===== config.mk =====
export PLATFORM = sky130hd
export DESIGN_NAME = snn_frame_sequencer
export DESIGN_NICKNAME = d
export VERILOG_FILES = /design/src/rtl/snn_frame_sequencer.sv
export SDC_FILE = /design/constraint.sdc
export NUM_CORES = 1
export LEC_CHECK = 0
export BUFFER_PORTS_ARGS = -buffer_cell sky130_fd_sc_hd__buf_2
export CELL_PAD_IN_SITES_DETAIL_PLACEMENT = 0
export CELL_PAD_IN_SITES_GLOBAL_PLACEMENT = 2
export CORE_AREA = 2 2 499 501
export DETAILED_ROUTE_END_ITERATION = 16
export DIE_AREA = 0 0 501 503
export PLACE_DENSITY_LB_ADDON = 0.1
export SKIP_CTS_REPAIR_TIMING = 1
export SYNTH_ARGS = -nofsm -noshare
export SYNTH_HDL_FRONTEND = slang
export SYNTH_SLANG_ARGS = --single-unit

===== constraint.sdc =====
create_clock -name iCLK -period 49.4 [get_ports iCLK]
set_clock_uncertainty 0.05 [all_clocks]
set_input_delay 2.47 -clock iCLK [delete_from_list [all_inputs] [get_ports iCLK]]
set_output_delay 2.47 -clock iCLK [all_outputs]
set_load 0.1 [all_outputs]

===== src/rtl/snn_frame_sequencer.sv =====
// Chunked image loader and run sequencer for the spiking network: assembles the
// pixel vector from host word chunks, starts/clock-enables the network, latches the result.
module snn_frame_sequencer #(
  parameter int WORD_W          = 32,
  parameter int WORDS_PER_CHUNK = 14,
  parameter int NUM_CHUNKS      = 2,
  parameter int IMG_BITS        = 800,
  parameter int OUT_W           = 2,
  parameter int RUN_TIMEOUT     = 1024
) (
  input  logic                                iCLK,
  input  logic                                iRESET,
  input  logic [WORD_W*WORDS_PER_CHUNK-1:0]   iWORDS,
  input  logic                                iNEXT,
  input  logic                                iFINISH,
  input  logic                                iSNN_DONE,
  input  logic [OUT_W-1:0]                    iSNN_RESULT,
  input  logic                                iRESULT_ACK,
  output logic [IMG_BITS-1:0]                 oIMAGE,
  output logic                                oSNN_START,
  output logic                                oSNN_CE,
  output logic [OUT_W-1:0]                    oRESULT,
  output logic                                oRESULT_VALID,
  output logic                                oBUSY,
  output logic [$clog2(NUM_CHUNKS+1)-1:0]     oCHUNK_IDX,
  output logic                                oERR,
  output logic                                oTIMEOUT
);
  localparam int CHUNK_BITS = WORD_W * WORDS_PER_CHUNK;
  localparam int IDX_W      = $clog2(NUM_CHUNKS + 1);
  localparam int CNT_W      = $clog2(RUN_TIMEOUT + 1);

  typedef enum logic [2:0] {S_IDLE, S_LOAD, S_START, S_RUN, S_DONE} state_t;

  state_t              r_state;
  logic                r_next_q;
  logic [IMG_BITS-1:0] r_image;
  logic                r_start;
  logic                r_ce;
  logic [OUT_W-1:0]    r_result;
  logic                r_valid;
  logic [IDX_W-1:0]    r_chunk_idx;
  logic                r_err;
  logic                r_timeout;
  logic [CNT_W-1:0]    r_cnt;

  logic                w_nedge;
  logic                w_wr;
  logic [IDX_W-1:0]    w_c;
  logic                w_last_chunk;
  logic                w_timeout_hit;
  logic [IMG_BITS-1:0] w_img_next;

  assign w_nedge       = iNEXT & ~r_next_q;
  assign w_wr          = w_nedge & ((r_state == S_IDLE) | (r_state == S_LOAD) | (r_state == S_DONE));
  // A write from DONE always opens a new frame, whatever the stale index says.
  assign w_c           = (r_state == S_DONE) ? '0 : r_chunk_idx;
  assign w_last_chunk  = (w_c == IDX_W'(NUM_CHUNKS - 1));
  assign w_timeout_hit = (r_cnt == CNT_W'(RUN_TIMEOUT - 1));

  // Chunk c lands at c*CHUNK_BITS; chunk 0 also wipes the rest of the previous frame.
  always_comb begin
    w_img_next = r_image;
    for (int i = 0; i < IMG_BITS; i++) begin
      if (int'(w_c) == i / CHUNK_BITS) w_img_next[i] = iWORDS[i % CHUNK_BITS];
      else if (w_c == '0)              w_img_next[i] = 1'b0;
    end
  end

  always_ff @(posedge iCLK or posedge iRESET) begin
    if (iRESET) begin
      r_state     <= S_IDLE;
      r_next_q    <= 1'b0;
      r_image     <= '0;
      r_start     <= 1'b0;
      r_ce        <= 1'b0;
      r_result    <= '0;
      r_valid     <= 1'b0;
      r_chunk_idx <= '0;
      r_err       <= 1'b0;
      r_timeout   <= 1'b0;
      r_cnt       <= '0;
    end else begin
      r_next_q <= iNEXT;
      case (r_state)
        S_IDLE, S_LOAD, S_DONE: begin
          if (w_wr) begin
            r_image     <= w_img_next;
            r_chunk_idx <= w_c + 1'b1;
            r_valid     <= 1'b0;
            if (w_c == '0) r_err <= 1'b0;
            if (w_last_chunk && !iFINISH) r_err <= 1'b1;
            if (iFINISH || w_last_chunk) begin
              r_state <= S_START;
              r_start <= 1'b1;
            end else begin
              r_state <= S_LOAD;
            end
          end else if (r_state == S_DONE && iRESULT_ACK && r_valid) begin
            r_valid     <= 1'b0;
            r_chunk_idx <= '0;
            r_state     <= S_IDLE;
          end
        end
        S_START: begin
          r_start <= 1'b0;
          r_ce    <= 1'b1;
          r_cnt   <= '0;
          r_state <= S_RUN;
          if (w_nedge) r_err <= 1'b1;
        end
        S_RUN: begin
          r_cnt <= r_cnt + 1'b1;
          if (w_nedge) r_err <= 1'b1;
          // Timeout still captures whatever the network drives so the host never stalls.
          if (iSNN_DONE || w_timeout_hit) begin
            r_result  <= iSNN_RESULT;
            r_valid   <= 1'b1;
            r_timeout <= ~iSNN_DONE;
            r_ce      <= 1'b0;
            r_state   <= S_DONE;
          end
        end
        default: r_state <= S_IDLE;
      endcase
    end
  end

  assign oIMAGE        = r_image;
  assign oSNN_START    = r_start;
  assign oSNN_CE       = r_ce;
  assign oRESULT       = r_result;
  assign oRESULT_VALID = r_valid;
  assign oBUSY         = (r_state != S_IDLE);
  assign oCHUNK_IDX    = r_chunk_idx;
  assign oERR          = r_err;
  assign oTIMEOUT      = r_timeout;
endmodule


==> After elaboration in Yosys (flattened, before gate mapping) <==
Cells that the tools add are included.
Widths: inputs -> output; s select.
{ "classes": {"addsub": 2, "eq_ne": 13, "muxes": 823, "bitwise_logic": 6, "reduce_logical": 28} }
{ "ops": {"columns": ["operator", "count"], "rows": [
  ["$mux 1", 810],
  ["$pmux 11 s2", 1],
  ["$reduce_bool 2->1", 7],
  ["$reduce_and 3->1", 4],
  ["$add 11x1->11 const B", 1],
  ["$eq 11x10->1 const B", 1],
  ["$mux 3", 3],
  ["$pmux 3 s3", 1],
  ["$mux 2", 4],
  ["$pmux 1 s2", 4],
  ["$reduce_and 2->1", 4],
  ["$eq 3x2->1 const B", 2],
  ["$ne 2x2->1 const B", 3],
  ["$ne 3x3->1 const B", 2],
  ["$logic_not 2->1", 2],
  ["$reduce_and 4->1", 1],
  ["$eq 3x1->1 const B", 1],
  ["$eq 3x3->1 const B", 1],
  ["$logic_and 1x1->1", 3],
  ["$logic_not 3->1", 1],
  ["$reduce_bool 3->1", 1],
  ["$reduce_or 3->1", 1],
  ["$add 2x1->2 const B", 1],
  ["$and 1x1->1", 2],
  ["8 further kinds", 11]
]} }
{ "totals": {"ff_bits": 824, "inputBits": 456, "output_inout_bits": 810, "word_cells": 884} }

==> Depth between registers and ports, before layout <==
{ "depth": {"ltp_word": 7, "mapped_depth": 11, "ltp_nobuf": 9} }

==> Worst setup path before layout <==
Ideal clock, no wire load.
{ "synth_timing": {"kind": "register to output", "startpoint": "reg r_state[0]", "endpoint": "out oBUSY", "t_arrival_ps": 1399, "t_required_ps": 46880, "slack_ps": 45481, "stages_incl_launch_ff": 3, "n_path_buf": 1, "path_cell_list": "dfrtp_1 > clkbuf_1 > or3_1"} }
{ "synth_between": {"elab_chain_len": 1} }
{ "synth_lines": {"columns": ["item", "line_no", "rtl"], "rows": [
  ["start, declared", "35", "state_t r_state;"],
  ["start signal, assigned", "72", "r_state <= S_IDLE;"],
  ["start signal, assigned", "94", "r_state <= S_START;"],
  ["start signal, assigned", "97", "r_state <= S_LOAD;"],
  ["$reduce_bool 3->1", "134", "assign oBUSY = (r_state != S_IDLE);"],
  ["end, declared", "24", "output logic oBUSY,"]
]} }
Every way passes these cells.

==> results.md <==
- Status: finished clean
- Seq/Total Area, Yosys: 67.4%
- Initial DRC count: 905
- Max-slew headroom: 32.8%
- Hold Crit Class: register to register
- Root buffer selected by CTS: clkbuf_16
- GPL Wtd Cong: 0.745
- Place WS: 41.69 ns
- Routed length per instance: approximately 26 um
- Startpoint types: input port
- Total global-route track usage: 13.0%
- TritonCTS sink count: 824
- Tcrit/Tclk final: between 10% and 20%
- Critical Path End: oIMAGE[369]$_DFFE_PP0P_
- Yosys warnings: 0
- Placement Cell Area: approximately 0.04 mm2
- Clk_lat worst skew: ~0.75 ns
- R2r setup slk: 44.03 ns
- # DRC: 0
- Initial Util: 12.4%
- Number of buffers added on ports: 1265
- # IOs: 1266
- Crit path max fanout: 76
- Cell count of the worst reg-to-reg path: 11
- CTS clk-pin slew, worst paths: 0.05 ns
- EDFF count, synth: 0
- Routed vias/inst: between 3 and 4
- Max Slew Vio Count: 0
- Chip Height: 503 um
- Crit Path Class: input port to async pin
- Hpwl dp: 130 mm
- Final min period: around 6.5 ns
- CP Capture Type: async pin
- CP bufs+invs: 8
- Core Region: 0.247 mm2
- WP depth: 8
- Critical path's top delay family: buffers and inverters
- Cell Rows: 183
- Most frequent cell on the critical path: buf_4
- FF-to-FF Start: r_state[0]$_DFFE_PP0P_
- Syn Inst Count: between 1500 and 2000
- Worst Setup SP: iRESET
- Final setup margin: 42.86 ns
- Max-cap violations: 0
- Ys async rst share: 100%
- GRT overflow: 0
- Final Hold Fails: 0
- Num CTS Buffers: ~120
- Die area: 0.252 mm2
- Setup TNS: 0 ns
- Setup violators final: 0
- Detailed Route WL: about 170 mm
- # H-tree levels: 3
- Area grow syn2layout: 43.7%
- Least-Margin Pin Slew: just over 1 ns
- Largest net degree at the start of global routing: 124
- Syn Area/Cell: 16.4 um2
- DR vias: 22200
- RSZ-0062 raised after global routing: false
- Slowest stage delay, CP: 0.81 ns
- ANT nets after route: 0
- Post-synthesis register bit count: 824
- Netlist Area Pre-Place: 0.0306 mm2
- DRT Pass-1 Iters: 4
- R2R Path End: oIMAGE[127]$_DFFE_PP0P_
- Crit path cell chain: buf_2 -> inv_8 -> buf_4 -> buf_4 -> buf_4 -> buf_4 -> buf_4 -> buf_4
- Die Wd: 501 um
- TritonCTS clock tree: yes
- WP data required: 50.06 ns
- Fin nets: 3611
- Proportion of layout cells with a drive suffix above 1: 59.5%
- Initial antenna violation count: 114
- Critical Path AT: a little over 7 ns
- Net Count, Synth: 2326
- CP max stage cell: buf_4
- First-pass GRT wire length: 225 mm
- CTS Buffer Depth: 3
- Post-synth cell types: 43
- Number of global-route vias before repair: 23747
- Fin area: 0.0440 mm2
- Max Fclk: 153 MHz
- Ys flop type: dfrtp_1
[cell usage after synthesis, types with 3 or more instances]
library cell	instances	area, um2
a21o_1	3	22.5
a21oi_1	7	35.0
a22o_1	355	3110
a31oi_1	3	18.8
buf_2	45	225
buf_6	80	901
clkbuf_1	4	15.0
dfrtp_1	824	20600
ha_1	3	37.5
inv_1	7	26.3
mux2_2	448	5040
mux2i_1	4	40.0
nand2_1	19	71.3
nand3_1	5	25.0
nand4_1	3	18.8
nor2_1	8	30.0
nor3_1	4	20.0
o21ai_0	15	75.1
[metal layers]
metal / global-route usage [%] / vias up / routed length (um)
met5: 0 / - / 475
met4: 3.55 / 74 / 4750
met3: 7.89 / 324 / 22100
met2: 21.5 / 1048 / 81200
met1: 13.8 / 11203 / 61600
li1: - / 9551 / -
[metrics by stage]
step	cells	hold slack [ns]	util [%]
floorplan	1867	0.430	-
global placement	6272	0.425	16.2
detailed placement	6272	0.426	16.2
CTS	6479	0.447	17.8
global route	6489	0.451	17.8
finish	6500	0.441	17.8
[worst min-delay path by stage]
stage | start | to | slack, ns | depth (start not counted)
2_1_floorplan | r_cnt[1]$_DFFE_PP0P_ | r_cnt[1]$_DFFE_PP0P_ | 0.43 | 2
3_3_place_gp | oRESULT[1]$_DFFE_PP0P_ | oRESULT[1]$_DFFE_PP0P_ | 0.43 | 1
3_5_place_dp | oIMAGE[780]$_DFFE_PP0P_ | oIMAGE[780]$_DFFE_PP0P_ | 0.43 | 1
4_1_cts | oIMAGE[470]$_DFFE_PP0P_ | oIMAGE[470]$_DFFE_PP0P_ | 0.45 | 1
5_1_grt | oIMAGE[456]$_DFFE_PP0P_ | oIMAGE[456]$_DFFE_PP0P_ | 0.45 | 1
6_report | oIMAGE[680]$_DFFE_PP0P_ | oIMAGE[680]$_DFFE_PP0P_ | 0.44 | 1
[registers in the layout (all words and copies together), names as in the netlist, 2 cells and up]
register    count
r_cnt          11
r_state         3
oRESULT         2
oIMAGE        800
oCHUNK_IDX      2
[kinds of logic after synthesis]
group	count (synthesis)	synth area share, %
DFF	824	67.4
muxes	454	16.7
buffers and inverters	140	3.95
and+or+nand+nor	54	0.973
AOI/OAI and AO/OA	392	10.9
adders and majority gates	3	0.123
[worst register-to-register path, cell delays in order (launching register included)]
cell	delay, ns
dfrtp_1	0.57
nor2_1	0.20
nand2_1	0.09
nand2_1	0.13
ha_1	0.15
inv_1	0.07
nor3_4	0.30
buf_4	0.73
buf_4	0.79
buf_12	0.69
buf_4	1.06
mux2_2	0.45
[layout make-up]
cell class,instances,area [um2]
fill,27299,203000
antenna,21,52.6
multi-input combinational,903,8790
sequential,824,20600
inverter,8,37.5
tap,3237,4050
timing repair buffer,1300,6620
clock buffer,179,3420
clock inverter,28,414
[cell usage in the layout, fill, tap and decap left out, types with 2 or more instances in the layout]
| cell type | instances |
|---|---|
| a21o_1 | 3 |
| a21oi_1 | 7 |
| a22o_1 | 355 |
| a31oi_1 | 3 |
| and4_1 | 2 |
| buf_12 | 2 |
| buf_2 | 1265 |
| buf_4 | 33 |
| bufinv_16 | 6 |
| clkbuf_1 | 34 |
| clkbuf_16 | 115 |
| clkbuf_8 | 30 |
| clkinv_16 | 4 |
| clkinv_2 | 11 |
| clkinvlp_4 | 2 |
| dfrtp_1 | 824 |
| diode_2 | 21 |
| ha_1 | 3 |
| inv_1 | 6 |
| inv_6 | 4 |
| mux2_1 | 2 |
| mux2_2 | 448 |
| mux2i_1 | 4 |
| nand2_1 | 19 |
| nand2b_1 | 2 |
| nand3_1 | 5 |
| nand4_1 | 3 |
| nor2_1 | 8 |
| nor2b_1 | 2 |
| nor3_1 | 4 |
| nor3_4 | 2 |
| o21ai_0 | 15 |
Power is left out: the tool's default activity adds up to more than one toggle a clock period on the data nets, which glitch-free logic cannot reach.
